## src/rtl/control_unit.sv

```systemverilog
// control_unit: multi-cycle fetch/execute sequencer and decoder for the 16-bit Datapath.
// Owns the program counter, instruction register and latched ALU flags; sequences ROM fetch and RAM load/store.
module control_unit #(
   parameter logic [5:0] RESET_PC = 6'd0
) (
   input  logic        clk,
   input  logic        reset,
   output logic [5:0]  instr_addr,
   input  logic [15:0] instr_data,
   input  logic [15:0] a_bus,
   input  logic [15:0] b_bus,
   input  logic        V,
   input  logic        C,
   input  logic        N,
   input  logic        Z,
   output logic        MD,
   output logic        RW,
   output logic        ASEL,
   output logic [1:0]  MB,
   output logic [3:0]  FS,
   output logic [3:0]  SA,
   output logic [3:0]  DR,
   output logic [3:0]  BA,
   output logic [5:0]  PC,
   output logic [15:0] imdt,
   output logic [15:0] ram_addr,
   output logic        ram_we,
   output logic [15:0] ram_din,
   output logic        halted
);

   localparam int unsigned PC_W   = 6;
   localparam int unsigned IR_W   = 16;
   localparam int unsigned FLAG_W = 4;
   localparam int unsigned FLAG_N = 1;
   localparam int unsigned FLAG_Z = 0;

   localparam logic [3:0] OP_ALU  = 4'h1;
   localparam logic [3:0] OP_LDI  = 4'h2;
   localparam logic [3:0] OP_LD   = 4'h3;
   localparam logic [3:0] OP_ST   = 4'h4;
   localparam logic [3:0] OP_JAL  = 4'h5;
   localparam logic [3:0] OP_BRZ  = 4'h6;
   localparam logic [3:0] OP_BRN  = 4'h7;
   localparam logic [3:0] OP_JR   = 4'h8;
   localparam logic [3:0] OP_HALT = 4'hF;

   localparam logic [1:0] MB_IMDT = 2'b01;
   localparam logic [1:0] MB_PC   = 2'b10;

   typedef enum logic [1:0] {S_FETCH, S_EXEC, S_WB, S_HALT} state_t;

   state_t              state_q, state_d;
   logic [PC_W-1:0]     pc_q, pc_d, pc_inc;
   logic [IR_W-1:0]     ir_q, ir_d;
   logic [FLAG_W-1:0]   flags_q, flags_d;   // {V, C, N, Z}

   logic [3:0] op, fd, fs_, ft;
   logic       unused_flags;

   assign op  = ir_q[15:12];
   assign fd  = ir_q[11:8];
   assign fs_ = ir_q[7:4];
   assign ft  = ir_q[3:0];

   assign pc_inc     = pc_q + 6'd1;
   assign instr_addr = pc_q;
   assign PC         = pc_inc;
   assign ram_addr   = a_bus;
   assign ram_din    = b_bus;

   // V and C are latched for completeness but no instruction consumes them
   assign unused_flags = ^flags_q[3:2];

   // State register
   always_ff @(posedge clk or posedge reset) begin
      if (reset) begin
         state_q <= S_FETCH;
         pc_q    <= RESET_PC;
         ir_q    <= '0;
         flags_q <= '0;
      end else begin
         state_q <= state_d;
         pc_q    <= pc_d;
         ir_q    <= ir_d;
         flags_q <= flags_d;
      end
   end

   // Next-state: sequencing, pc update and flag latching
   always_comb begin
      state_d = state_q;
      pc_d    = pc_q;
      ir_d    = ir_q;
      flags_d = flags_q;
      case (state_q)
         S_FETCH: begin
            ir_d    = instr_data;
            state_d = S_EXEC;
         end
         S_EXEC: begin
            state_d = S_FETCH;
            pc_d    = pc_inc;
            case (op)
               OP_ALU:  flags_d = {V, C, N, Z};
               OP_LD:   state_d = S_WB;
               OP_JAL:  pc_d = ir_q[5:0];
               OP_BRZ:  if (flags_q[FLAG_Z]) pc_d = ir_q[5:0];
               OP_BRN:  if (flags_q[FLAG_N]) pc_d = ir_q[5:0];
               OP_JR:   pc_d = a_bus[5:0];
               OP_HALT: begin
                  pc_d    = pc_q;
                  state_d = S_HALT;
               end
               default: ;
            endcase
         end
         S_WB:    state_d = S_FETCH;
         S_HALT:  state_d = S_HALT;
         default: state_d = S_FETCH;
      endcase
   end

   // Output decode: everything zero outside EXEC/WB except halted
   always_comb begin
      MD     = 1'b0;
      RW     = 1'b0;
      ASEL   = 1'b0;
      MB     = 2'b00;
      FS     = 4'h0;
      SA     = 4'h0;
      DR     = 4'h0;
      BA     = 4'h0;
      imdt   = 16'h0000;
      ram_we = 1'b0;
      halted = 1'b0;
      case (state_q)
         S_EXEC: begin
            imdt = {8'h00, ir_q[7:0]};
            case (op)
               OP_ALU: begin
                  ASEL = 1'b1;
                  DR   = fd;
                  BA   = fs_;
                  FS   = ft;
                  RW   = 1'b1;
               end
               OP_LDI: begin
                  DR = fd;
                  MB = MB_IMDT;
                  RW = 1'b1;
               end
               OP_LD: begin
                  SA = fs_;
                  DR = fd;
               end
               OP_ST: begin
                  SA     = fs_;
                  BA     = ft;
                  ram_we = 1'b1;
               end
               OP_JAL: begin
                  DR = fd;
                  MB = MB_PC;
                  RW = 1'b1;
               end
               OP_JR:   SA = fs_;
               default: ;
            endcase
         end
         S_WB: begin
            MD = 1'b1;
            RW = 1'b1;
            DR = fd;
            SA = fs_;
         end
         S_HALT:  halted = 1'b1;
         default: ;
      endcase
   end

endmodule

```

## config.mk

```make
export PLATFORM = sky130hd
export DESIGN_NAME = control_unit
export DESIGN_NICKNAME = d
export VERILOG_FILES = /design/src/rtl/control_unit.sv
export SDC_FILE = /design/constraint.sdc
export NUM_CORES = 1
export LEC_CHECK = 0
export ABC_AREA = 1
export CORE_MARGIN = 5
export CORE_UTILIZATION = 35
export DETAILED_ROUTE_END_ITERATION = 10
export PLACE_DENSITY = 0.81
export SETUP_SLACK_MARGIN = 0.15
export SYNTH_ARGS = -nofsm -noshare
export SYNTH_HDL_FRONTEND = slang
export SYNTH_SLANG_ARGS = --single-unit
```

## constraint.sdc

```tcl
create_clock -name clk -period 1.86 [get_ports clk]
set_clock_uncertainty 0.05 [all_clocks]
set_input_delay 0.372 -clock clk [delete_from_list [all_inputs] [get_ports clk]]
set_output_delay 0.372 -clock clk [all_outputs]
set_load 0.01 [all_outputs]
```

==> flow_summary.yaml <==
floorplanning:
  die_x_microns: 84.6
  start_util_pct: 35.6
  fp-row-count: 27
  ioPinCount: 137
  dieArea_sq_um: 7160
  coreArea_sq_um: 5470
  die_h_microns: 84.6
drt:
  first_pass_iters: 4
  detail_route.iter0.violations: 66
  viasPerCell: 4.59
  drc_errors: 0
  num_vias: 2030
  drt.antenna.violating_nets: 0
  wirelength_microns: 6160
  wire_per_inst_microns: 13.9
setup_path:
  critical_path_required_ns: 1.44
  critPathKind: "flip-flop to output pin"
  cp_max_fo: 4
  cp.arrival_ns: 1.61
  critical_path.startpoint_type: "flip-flop"
  end_kind: "output pin"
timing:
  setup_viol: 24
  fmax_mhz: 493
  final_hold_viol_count: 0
  period_share_pct: 109
  rsz0062_at_grt: "true"
  tns_ns: -2.90
  fin_ws_ns: -0.169
  finalMaxSlewViolations: 0
  finalCriticalPeriod_ns: 2.03
placed_design:
  dp_hpwl_microns: 4390
  portBuffers: 74
  dp.cells: 427
  place_congestion: 0.913
global_route:
  grt_overflow: 0
  grt_pass1_vias: 2075
  grt_pass1_wl_microns: 9600
  antenna_found_initial: 0
  grt_usage_pct: 16.5
  grt_start_max_net_pins: 27
status:
  violations: "negative setup slack"
  status: "finished, violations left"
synthesis:
  synth.distinct_cells: 25
  synthCells: 282
  netlist_area_sq_um: 1950
  yosysWarningCount: 0
  synth_top_area_share_pct: 33.4
  synth-seq-area-share_pct: 33.4
  yosys.area.top_type: "dfrtp_1"
  yosys-top-cells-area: "dfrtp_1, buf_4, nand2_1, inv_1, o21ai_0"
  synth_seq_cells: 26
  syn_area_per_cell_sq_um: 6.91
cts:
  htree_levels: 1
  cts_root_buffer: "clkbuf_8"
  cts_num_sinks: 26
  cts_buffers: 3
  cts_tree: "built"
  clk_path_buf_depth: 2
  clk_pin_slew_worst_paths_ns: 0.10
  cts_hold_buf: 0
  clk-insertion-delay-late_ns: 0.28
power_and_ir_drop:
  vdd_drop_max_mv: 0.732
  p_per_area_nw_per_um2: 1690
  clock_power_share_pct: 9.3
  netSwitchingPower_uw: 2460
  p_sw_share_pct: 46.7
  p_leak_uw: 0.00165
  pwr-share-seq_pct: 21.7
  combinationalPowerShare_pct: 69.0
  p_int_uw: 2810
final_layout:
  area_growth_pct: 59.9
  multi_input_area_sq_um: 1100
  final_cells: 442
  layout.area.seq_sq_um: 656
  fill_cells: 522
  layout-drive-gt1-share_pct: 40.8
  nets: 431
  diodes: 0
job:
  max-cap-violations: 0
min_path:
  hold_path_class: "input port to async pin"
-- Yosys cell counts --
library cell	instances
nand2_2	5
nor2_4	1
inv_2	1
o21ai_1	2
ha_1	6
o211ai_1	1
conb_1	1
o21ai_0	21
nand3_1	13
nand2_1	72
inv_1	44
clkbuf_1	3
nor2_1	24
nand2_4	1
nor3_1	4
nand3_2	1
xor2_1	3
dfrtp_1	26
nor2_2	2
buf_4	40
o21bai_2	1
a21oi_1	6
buf_2	1
o21bai_1	2
or2_2	1
-- sequential cells by signal, indices dropped and copies added, names as in the netlist --
register and flops:
flags_q 2, ir_q 16, instr_addr 6, state_q 2
-- layout make-up --
cell class / instances / share of cell area (%)
Inverter: 45 / 5.58
Clock buffer: 3 / 1.33
Sequential cell: 26 / 21.1
Timing Repair Buffer: 120 / 32.7
Clock inverter: 1 / 0.964
Tap cell: 72 / 2.89
Multi-Input combinational cell: 175 / 35.5
-- path summary, 6_finish.rpt --
check,from,endpoint,cells after the start,slack (ns)
max reg2reg,ir_q[14],instr_addr[2],10,0.25
max in group asynchronous,reset,ir_q[14],3,1.07
max,ir_q[14],SA[1],8,-0.17
min in group clk,ir_q[9],ir_q[9],2,0.48
min,reset,ir_q[13],3,0.40
min reg2reg,ir_q[9],ir_q[9],2,0.48
-- metrics by stage --
step,hold WS (ns),util (%),setup slack (ns),cell area [sq um],power [uW]
2_1_floorplan,0.362,-,0.156,1970,2640
3_3_place_gp,0.460,50.4,-0.324,2760,4010
3_5_place_dp,0.472,50.4,-0.390,2760,4110
4_1_cts,0.415,53.2,-0.157,2910,4810
5_1_grt,0.447,56.9,-0.277,3110,5720
6_report,0.404,56.9,-0.169,3110,5270
-- power groups by stage --
stage | clock, uW | combinational [uW] | sequential, uW
6_report | 490 | 3630 | 1140
5_1_grt | 520 | 4020 | 1180
4_1_cts | 487 | 3240 | 1080
3_5_place_dp | 0 | 3060 | 1050
3_3_place_gp | 0 | 2970 | 1040
2_1_floorplan | 0 | 1580 | 1060
-- what timing repair did --
item                                    in CTS  in global routing
pin swaps                                   18                 12
buffers inserted                             4                  6
resized for setup                          190                 48
endpoints found under the setup margin      45                 40
cloned                                       1                  0
-- cell usage in the layout, fill, tap and decap left out --
| master | synthesis | layout |
|---|---|---|
| a21oi_1 | 6 | 6 |
| buf_2 | 1 | 20 |
| buf_4 | 40 | 37 |
| buf_6 | 0 | 14 |
| bufinv_16 | 0 | 1 |
| clkbuf_2 | 0 | 2 |
| clkbuf_8 | 0 | 3 |
| clkdlybuf4s15_1 | 0 | 2 |
| clkdlybuf4s15_2 | 0 | 7 |
| clkdlybuf4s50_1 | 0 | 27 |
| conb_1 | 1 | 8 |
| dfrtp_1 | 26 | 22 |
| dfrtp_2 | 0 | 4 |
| dlygate4sd2_1 | 0 | 9 |
| dlymetal6s2s_1 | 0 | 2 |
| ha_1 | 6 | 2 |
| ha_4 | 0 | 4 |
| inv_1 | 44 | 33 |
| inv_2 | 1 | 11 |
| inv_6 | 0 | 1 |
| nand2_1 | 72 | 61 |
| nand2_2 | 5 | 13 |
| nand2_4 | 1 | 5 |
| nand3_1 | 13 | 11 |
| nand3_4 | 0 | 3 |
| nor2_1 | 24 | 12 |
| nor2_2 | 2 | 8 |
| nor2_4 | 1 | 7 |
| nor3_2 | 0 | 2 |
| nor3_4 | 0 | 2 |
| o211ai_1 | 1 | 1 |
| o21ai_0 | 21 | 17 |
| o21ai_1 | 2 | 4 |
| o21ai_2 | 0 | 2 |
| o21bai_1 | 2 | 2 |
| o21bai_4 | 0 | 1 |
| or2_2 | 1 | 1 |
| xor2_2 | 0 | 3 |
-- cell families after synthesis --
logic type,count (synthesis),share of synthesized area (%)
AO/OA/AOI/OAI,33,9.18
XOR/XNOR,3,1.35
adder cells (fa/ha/maj),6,3.85
buffers and inverters,89,24.9
flip-flops,26,33.4
other,1,0.192
AND/OR/NAND/NOR,124,27.1
-- routing by layer --
metal	wire length (microns)	GRT usage, %	vias to the layer above
li1	-	-	984
met1	2260	17.6	929
met2	3220	31.0	100
met3	531	3.93	17
met4	147	6.62	0
met5	0	0	-
-- worst max-delay path, stage by stage (launching register included) --
cell and delay, ns:
dfrtp_2 0.46, nor2_4 0.15, nand2_2 0.09, nand2_1 0.09, nor2_2 0.06, o21bai_4 0.15
nand2_4 0.08, nor2_2 0.10, buf_2 0.13
Power figures use the tool's default switching activity.
